`src/rtl/mat_sigmoid_arbiter_if.sv`:
```
// Bundle of requester-side and unit-side handshake buses for the mat_sigmoid arbiter.
// master = arbiter side, slave = requesters plus shared unit.
interface mat_sigmoid_arbiter_if #(
  parameter int unsigned M    = 2,
  parameter int unsigned N    = 3,
  parameter int unsigned NREQ = 4
);
  localparam int unsigned MW = M * N * 32;
  localparam int unsigned GW = $clog2(NREQ);

  logic [NREQ*MW-1:0] req_mat;
  logic [NREQ-1:0]    req_stb;
  logic [NREQ-1:0]    req_ack;
  logic [MW-1:0]      resp_mat;
  logic [NREQ-1:0]    resp_stb;
  logic [NREQ-1:0]    resp_ack;
  logic [MW-1:0]      unit_in_mat;
  logic               unit_in_stb;
  logic               unit_in_ack;
  logic [MW-1:0]      unit_out_mat;
  logic               unit_out_stb;
  logic               unit_out_ack;
  logic [GW-1:0]      grant_id;
  logic               busy;

  modport master (
    input  req_mat, req_stb, resp_ack, unit_in_ack, unit_out_mat, unit_out_stb,
    output req_ack, resp_mat, resp_stb, unit_in_mat, unit_in_stb, unit_out_ack, grant_id, busy
  );

  modport slave (
    output req_mat, req_stb, resp_ack, unit_in_ack, unit_out_mat, unit_out_stb,
    input  req_ack, resp_mat, resp_stb, unit_in_mat, unit_in_stb, unit_out_ack, grant_id, busy
  );
endinterface

```
`src/rtl/mat_sigmoid_arbiter.sv`:
```
// Round-robin arbiter sharing one mat_sigmoid unit among NREQ requesters.
// A grant spans operand issue, unit compute and return from a local result buffer.
module mat_sigmoid_arbiter #(
  parameter int unsigned M    = 2,
  parameter int unsigned N    = 3,
  parameter int unsigned NREQ = 4
) (
  input logic                   clk,
  input logic                   rst,
  mat_sigmoid_arbiter_if.master bus
);
  localparam int unsigned MW = M * N * 32;
  localparam int unsigned GW = $clog2(NREQ);

  typedef enum logic [1:0] {StIdle, StIssue, StWait, StReturn} state_e;

  state_e        state_q, state_d;
  logic [GW-1:0] grant_q, grant_d;
  logic [GW-1:0] rr_q, rr_d;
  logic [MW-1:0] buf_q, buf_d;
  logic [GW-1:0] pick;
  logic          pick_valid;

  // First requester found scanning upward from rr_q, wrapping at NREQ.
  always_comb begin
    int unsigned idx;
    idx        = 0;
    pick       = '0;
    pick_valid = 1'b0;
    for (int unsigned i = 0; i < NREQ; i++) begin
      idx = 32'(rr_q) + i;
      if (idx >= NREQ) idx = idx - NREQ;
      if (!pick_valid && bus.req_stb[idx]) begin
        pick       = GW'(idx);
        pick_valid = 1'b1;
      end
    end
  end

  always_comb begin
    state_d          = state_q;
    grant_d          = grant_q;
    rr_d             = rr_q;
    buf_d            = buf_q;
    bus.req_ack      = '0;
    bus.resp_stb     = '0;
    bus.unit_in_mat  = '0;
    bus.unit_in_stb  = 1'b0;
    bus.unit_out_ack = 1'b0;
    bus.resp_mat     = buf_q;
    bus.grant_id     = grant_q;
    bus.busy         = (state_q != StIdle);

    unique case (state_q)
      StIdle: begin
        if (pick_valid) begin
          grant_d = pick;
          state_d = StIssue;
        end
      end
      StIssue: begin
        bus.unit_in_mat       = bus.req_mat[32'(grant_q)*MW +: MW];
        bus.unit_in_stb       = bus.req_stb[grant_q];
        bus.req_ack[grant_q]  = bus.unit_in_ack & bus.req_stb[grant_q];
        // Requester withdrew before the unit took the operand: release without moving rr.
        if (!bus.req_stb[grant_q]) begin
          state_d = StIdle;
        end else if (bus.unit_in_ack) begin
          state_d = StWait;
        end
      end
      StWait: begin
        bus.unit_out_ack = 1'b1;
        if (bus.unit_out_stb) begin
          buf_d   = bus.unit_out_mat;
          state_d = StReturn;
        end
      end
      StReturn: begin
        bus.resp_stb[grant_q] = 1'b1;
        if (bus.resp_ack[grant_q]) begin
          state_d = StIdle;
          rr_d    = (32'(grant_q) == NREQ - 1) ? '0 : grant_q + 1'b1;
        end
      end
      default: state_d = StIdle;
    endcase
  end

  always_ff @(posedge clk or negedge rst) begin
    if (!rst) begin
      state_q <= StIdle;
      grant_q <= '0;
      rr_q    <= '0;
      buf_q   <= '0;
    end else begin
      state_q <= state_d;
      grant_q <= grant_d;
      rr_q    <= rr_d;
      buf_q   <= buf_d;
    end
  end
endmodule
```
`src/flat_wrapper.sv`:
```
// flat-port wrapper written by rule: the top's interface ports become plain ports
module mat_sigmoid_arbiter_flat 
#(
  parameter int unsigned M    = 2,
  parameter int unsigned N    = 3,
  parameter int unsigned NREQ = 4
)
  (clk, rst, bus_req_mat, bus_req_stb, bus_resp_ack, bus_unit_in_ack, bus_unit_out_mat, bus_unit_out_stb, bus_req_ack, bus_resp_mat, bus_resp_stb, bus_unit_in_mat, bus_unit_in_stb, bus_unit_out_ack, bus_grant_id, bus_busy);
  mat_sigmoid_arbiter_if #(.M(M), .N(N), .NREQ(NREQ)) bus_i ();
  input logic clk;
  input logic rst;
  input wire logic [$bits(bus_i.req_mat)-1:0] bus_req_mat;
  input wire logic [$bits(bus_i.req_stb)-1:0] bus_req_stb;
  input wire logic [$bits(bus_i.resp_ack)-1:0] bus_resp_ack;
  input wire logic [$bits(bus_i.unit_in_ack)-1:0] bus_unit_in_ack;
  input wire logic [$bits(bus_i.unit_out_mat)-1:0] bus_unit_out_mat;
  input wire logic [$bits(bus_i.unit_out_stb)-1:0] bus_unit_out_stb;
  output wire logic [$bits(bus_i.req_ack)-1:0] bus_req_ack;
  output wire logic [$bits(bus_i.resp_mat)-1:0] bus_resp_mat;
  output wire logic [$bits(bus_i.resp_stb)-1:0] bus_resp_stb;
  output wire logic [$bits(bus_i.unit_in_mat)-1:0] bus_unit_in_mat;
  output wire logic [$bits(bus_i.unit_in_stb)-1:0] bus_unit_in_stb;
  output wire logic [$bits(bus_i.unit_out_ack)-1:0] bus_unit_out_ack;
  output wire logic [$bits(bus_i.grant_id)-1:0] bus_grant_id;
  output wire logic [$bits(bus_i.busy)-1:0] bus_busy;
  assign bus_i.req_mat = bus_req_mat;
  assign bus_i.req_stb = bus_req_stb;
  assign bus_i.resp_ack = bus_resp_ack;
  assign bus_i.unit_in_ack = bus_unit_in_ack;
  assign bus_i.unit_out_mat = bus_unit_out_mat;
  assign bus_i.unit_out_stb = bus_unit_out_stb;
  assign bus_req_ack = bus_i.req_ack;
  assign bus_resp_mat = bus_i.resp_mat;
  assign bus_resp_stb = bus_i.resp_stb;
  assign bus_unit_in_mat = bus_i.unit_in_mat;
  assign bus_unit_in_stb = bus_i.unit_in_stb;
  assign bus_unit_out_ack = bus_i.unit_out_ack;
  assign bus_grant_id = bus_i.grant_id;
  assign bus_busy = bus_i.busy;
  mat_sigmoid_arbiter #(.M(M), .N(N), .NREQ(NREQ)) u_core (.clk(clk), .rst(rst), .bus(bus_i));
endmodule
```
`config.mk`:
```
export PLATFORM = sky130hd
export DESIGN_NAME = mat_sigmoid_arbiter_flat
export DESIGN_NICKNAME = d
export VERILOG_FILES = /design/src/rtl/mat_sigmoid_arbiter_if.sv /design/src/rtl/mat_sigmoid_arbiter.sv /design/src/flat_wrapper.sv
export SDC_FILE = /design/constraint.sdc
export NUM_CORES = 1
export LEC_CHECK = 0
export BUFFER_PORTS_ARGS = -buffer_cell sky130_fd_sc_hd__buf_2
export CAP_MARGIN = 10
export CORE_AREA = 2 2 534 536
export DETAILED_ROUTE_END_ITERATION = 8
export DIE_AREA = 0 0 536 538
export MAX_ROUTING_LAYER = met4
export PLACE_DENSITY_LB_ADDON = 0.3
export SYNTH_ARGS = -nofsm -noshare
export SYNTH_HDL_FRONTEND = slang
export SYNTH_SLANG_ARGS = --single-unit
```
`constraint.sdc`:
```
create_clock -name clk -period 1.95 [get_ports clk]
set_input_delay 0 -clock clk [delete_from_list [all_inputs] [get_ports clk]]
set_output_delay 0 -clock clk [all_outputs]
set_load 0.005 [all_outputs]
```
# After elaboration in Yosys (flattened, before gate mapping)
# Index checks and enable logic that the tools add are counted.
word_totals:
  word_cells: 85
  output_inout_bits: 397
  reg_bits: 198
op_classes:
  magnitude_cmp: 10
  addsub: 8
  n_mul: 1
  n_eq_ne: 8
  mux: 38
  n_bitwise: 2
  n_shift: 1
  n_reduce_logical: 13
op_table:
  columns: ["operator", "count"]
  rows:
  - ["indexed part select 768 x 11 -> 192 bit", 1]
  - ["2-to-1 mux 192 bit", 1]
  - ["< comparator 32 x 3 -> 1 bit (second input constant)", 4]
  - ["2-to-1 mux 32 bit", 4]
  - ["greater-or-equal comparator 32 x 3 -> 1 bit (second input constant)", 3]
  - ["subtractor 32 x 3 -> 32 bit (second input constant)", 3]
  - ["2-to-1 mux 2 bit", 10]
  - ["2-to-1 mux 1 bit", 13]
  - ["binary-select mux 1 bit (select 2 bit)", 6]
  - ["2-to-1 mux 4 bit", 2]
  - ["one-hot mux 2 bit (4 select lines)", 1]
  - ["adder 2 x 2 -> 3 bit (second input constant)", 2]
  - ["== test 2 bit (second input constant)", 3]
  - ["AND reduction 2 bit", 3]
  - ["bitwise AND 4 bit", 1]
  - ["logical AND 1 bit", 4]
  - ["multiplier 2 x 2 -> 4 bit (second input constant)", 1]
  - ["inequality test 2 x 1 -> 1 bit (second input constant)", 2]
  - ["AND reduction 4 bit", 1]
  - ["subtractor 2 x 3 -> 4 bit (second input constant)", 1]
  - ["adder 2 x 1 -> 3 bit (second input constant)", 1]
  - ["greater-or-equal comparator 2 x 3 -> 1 bit (second input constant)", 1]
  - ["logical NOT 1 bit", 3]
  - ["< comparator 2 x 3 -> 1 bit (second input constant)", 1]
  - ["other kinds (9)", 9]

# Logic depth before layout (Yosys ltp)
logic_depth:
  word_depth: 16
  mapped_depth: 8
  ltp_nobuf: 4

# Worst setup path before layout
# Ideal clock, no wire load.
synth_path:
  path_kind: "reg2reg"
  start: "register u_core.grant_q[0], in the netlist u_core.bus.grant_id[0]"
  end: "register u_core.rr_q[1]"
  t_required_ns: 1.825
  stages_incl_launch_ff: 7
  path_slack_ns: 0.258
  t_arrival_ns: 1.567
  n_path_buf: 3
  path_cell_list: "dfrtp_1 buf_6 buf_6 buf_2 inv_1 ha_1 mux2_2"
synth_via:
  elab_chain_len: 3
synth_lines:
  columns: ["item", "line_no", "rtl"]
  rows:
  - ["start, declared", "mat_sigmoid_arbiter.sv:18", "logic [GW-1:0] grant_q, grant_d;"]
  - ["start signal, assigned", "mat_sigmoid_arbiter.sv:98", "grant_q <= grant_d;"]
  - ["binary-select mux 1 bit (select 2 bit)", "mat_sigmoid_arbiter.sv:81", "if (bus.resp_ack[grant_q]) begin"]
  - ["2-to-1 mux 1 bit (not written as such)", "mat_sigmoid_arbiter.sv:81", null]
  - ["AND reduction 2 bit (no line)", null, null]
  - ["end signal, assigned", "mat_sigmoid_arbiter.sv:99", "rr_q <= rr_d;"]
  - ["end, declared", "mat_sigmoid_arbiter.sv:19", "logic [GW-1:0] rr_q, rr_d;"]
# Parallel ways exist; a longest one is shown, timed or not. The select of a mux whose other input is x is not followed.
# A chain may end at the register's enable or synchronous reset.

# Final worst setup path
layout_path:
  start: "register u_core.grant_q[0], in the netlist u_core.bus.grant_id[0]"
  end: "output port bus_unit_in_mat[54]"
layout_via:
  elab_chain_len: 3
layout_lines:
  columns: ["item", "line_no", "rtl"]
  rows:
  - ["multiplier 2 x 2 -> 4 bit", "mat_sigmoid_arbiter.sv:62", "bus.unit_in_mat = bus.req_mat[32'(grant_q)*MW +: MW];"]
  - ["indexed part select 768 x 11 -> 192 bit", "mat_sigmoid_arbiter.sv:62", null]
  - ["2-to-1 mux 192 bit", "mat_sigmoid_arbiter.sv:54", "unique case (state_q)"]
  - ["end, declared", "flat_wrapper.sv:21", "output wire logic [$bits(bus_i.unit_in_mat)-1:0] bus_unit_in_mat;"]
# Every way passes these cells.

==> results.json <==
{
  "clockRootBuffer": "clkbuf_16",
  "antenna_left": 0,
  "r2r-start": "u_core.bus.grant_id[0]$_DFFE_PN0P_",
  "die_y_um": 538,
  "yosysWarnings": 0,
  "dp.cells": 6047,
  "synthesis.nets": 1888,
  "clk_latency_ns": 0.54,
  "die_w_um": 536,
  "synth_top_area_cell": "dfrtp_1",
  "track_usage_pct": 16.65,
  "gr-usage-met2_pct": 27.40,
  "crit_arrival_ns": 2.50,
  "skew_ns": 0.02795,
  "min-delay-start": "bus_resp_ack[0]",
  "drv_slew": 0,
  "criticalPathCategory": "reg2out",
  "cts_buffers": 25,
  "slew_headroom_pct": 58.18,
  "ys_ff_latch": 198,
  "gp_congestion": 1.036,
  "drive_above_1_share_pct": 80.99,
  "ioPinCount": 1369,
  "dr.pass1.iters": 4,
  "dp_slack_ns": -0.2098,
  "drtIter0Drc": 1119,
  "fillCellCount": 32410,
  "std_cell_rows": 196,
  "min_period_over_period_pct": 128.0,
  "clk_pin_slew_worst_paths_ns": 0.08,
  "yosysSeqAreaShare_pct": 34.72,
  "final_cell_mix": "buf_2, dlygate4sd3_1, dfrtp_1, mux4_2, mux2_4",
  "routed_wl_um": 243300,
  "leakagePower_uw": 0.01411,
  "maxCapViolations": 0,
  "peakVddDrop_mv": 0.5496,
  "timing.fmax_ghz": 0.4006,
  "p_total_uw": 45980,
  "min_period_ns": 2.496,
  "worstMarginPinSlew_ns": 0.6273,
  "cp-start-kind": "flip-flop",
  "hpwl_um": 221200,
  "cts_tree": "yes",
  "dpl_cell_area_um2": 26340,
  "synth_area_leaders": "dfrtp_1, mux4_2, mux2_4",
  "grt_pass1_wl_um": 280700,
  "synth_area_per_cell_um2": 15.65,
  "layout_commonest_cell": "buf_2",
  "cts_sinks": 198,
  "die_area_um2": 288400,
  "grt_max_degree": 55,
  "syn_area_um2": 14270,
  "ys_types": 29,
  "syn2layout_area_growth_pct": 129.8,
  "htreeDepth": 4,
  "cp-startpoint": "u_core.bus.grant_id[0]$_DFFE_PN0P_",
  "power_density_nw_per_um2": 1402,
  "finalSetupViolCount": 202,
  "use_met1_pct": 18.19,
  "rsz0062_at_grt": "yes",
  "coreArea_um2": 283200,
  "vias": 17890,
  "start_util_pct": 5.038,
  "drc": 0,
  "yosysTopAreaCellShare_pct": 34.72,
  "numPortBuffers": 1368,
  "instances_no_fill": 6573,
  "antenna_found_initial": 424,
  "r2r_cells": 6,
  "globalRouteMet3Util_pct": 8.643,
  "violations": "negative setup slack",
  "worstSetupEndpoint": "bus_unit_in_mat[54]",
  "status": "complete, but fails checks",
  "gr-total-overflow": 0,
  "grt_pass1_vias": 17910,
  "path_max_fanout": 7,
  "fin_area_um2": 32790,
  "wl_per_cell_um": 37.01,
  "rrSetupSlack_ns": -0.06,
  "worst_slack_ns": -0.5464,
  "fin_util_pct": 11.58,
  "cts_buffer_depth": 3,
  "min_path_type": "in2reg",
  "busiest_layer": "met2",
  "crit_path_end_kind": "primary output",
  "final_hold_viol_count": 0,
  "nets": 3554,
  "syn_inst": 912,
  "vias_per_cell": 2.722,
  "required_ns": 1.95
}
==> worst min-delay path by stage <==
stage                                                       to  cells after the start  slack (ns)
after floorplan                     asynchronous set/reset pin                      0       -0.30
after global placement    u_core.bus.resp_mat[141]$_DFFE_PN0P_                      1       -0.02
after detailed placement  u_core.bus.resp_mat[141]$_DFFE_PN0P_                      1       -0.02
after CTS                           u_core.rr_q[0]$_DFFE_PN0P_                      6        0.11
after global routing                u_core.rr_q[0]$_DFFE_PN0P_                      6        0.12
final                               u_core.rr_q[0]$_DFFE_PN0P_                      6        0.15
==> cells in the mapped netlist, drive strengths merged <==
library cell,instances
a21oi,6
a221o,1
a311oi,1
a31o,1
and2,1
and3,8
buf,64
clkbuf,24
dfrtp,198
ha,4
inv,4
mux2,194
mux2i,2
mux4,193
nand2,3
nand2b,4
nand3,1
nor2,3
nor2b,194
nor3,1
o21ai,1
o22ai,2
o32ai,1
or2,1
==> report_power, final <==
part / switching (uW) / leakage [uW] / total [uW] / internal [uW]
combinational: 16500 / 0.0114 / 33800 / 17300
sequential: 1370 / 0.00234 / 7610 / 6240
clock: 2030 / 0.000348 / 4600 / 2580
total: 19900 / 0.0141 / 46000 / 26100
==> metal layers <==
layer	wire [um]	part of all wire (%)
met4	4974	2.0
met3	30890	13
met1	93060	38
met2	114400	47
met5	0	0
==> flip-flops by register name (all words and copies together), names as in the netlist, named ones only <==
signal               cells
u_core.bus.resp_mat    192
u_core.state_q           1
u_core.bus.grant_id      2
u_core.rr_q              2
==> stage by stage <==
stage	setup TNS (ns)	hold slack, ns
2_1_floorplan	0	-0.2956
3_5_place_dp	-2.466	-0.01598
3_3_place_gp	-2.172	-0.01662
6_report	-81.78	0.1458
5_1_grt	-100.22	0.1153
4_1_cts	-93.62	0.1052
==> kinds of logic after synthesis <==
family / Yosys count / synth area share [%]
and+or+nand+nor: 216 / 9.470
buffers and inverters: 92 / 4.507
DFF: 198 / 34.72
muxes: 389 / 50.36
AOI/OAI and AO/OA: 13 / 0.5875
adders and majority gates: 4 / 0.3508
==> repair_timing <==
action | CTS | global route
endpoints found under the setup margin | 202 | 204
gates resized for setup | 397 | 171
pin swaps | 1 | 3
endpoints found under the hold margin | 395 | 0
cloned | 12 | 4
hold buffers | 205 | 0
setup buffers | 42 | 15
==> area by class of cell <==
cell class / instances / area (um2) / share of cell area (%)
diodes: 228 / 570.5 / 1.740
clock buffers: 27 / 633.1 / 1.931
clock inverters: 5 / 81.33 / 0.2480
inverters: 4 / 20.02 / 0.06106
multi-input cells: 622 / 9727 / 29.67
flip-flops and latches: 198 / 4962 / 15.13
well taps: 3762 / 4707 / 14.36
repair buffers: 1727 / 12090 / 36.86
==> critical path: stages (launching register included) <==
cell and delay [ns]:
dfrtp_4 0.43, buf_12 0.15, buf_4 0.14, buf_16 0.15
mux4_2 0.56, nor2b_4 0.19, buf_4 0.17, buf_2 0.12
Note: power is estimated with default switching activity, not from simulation.
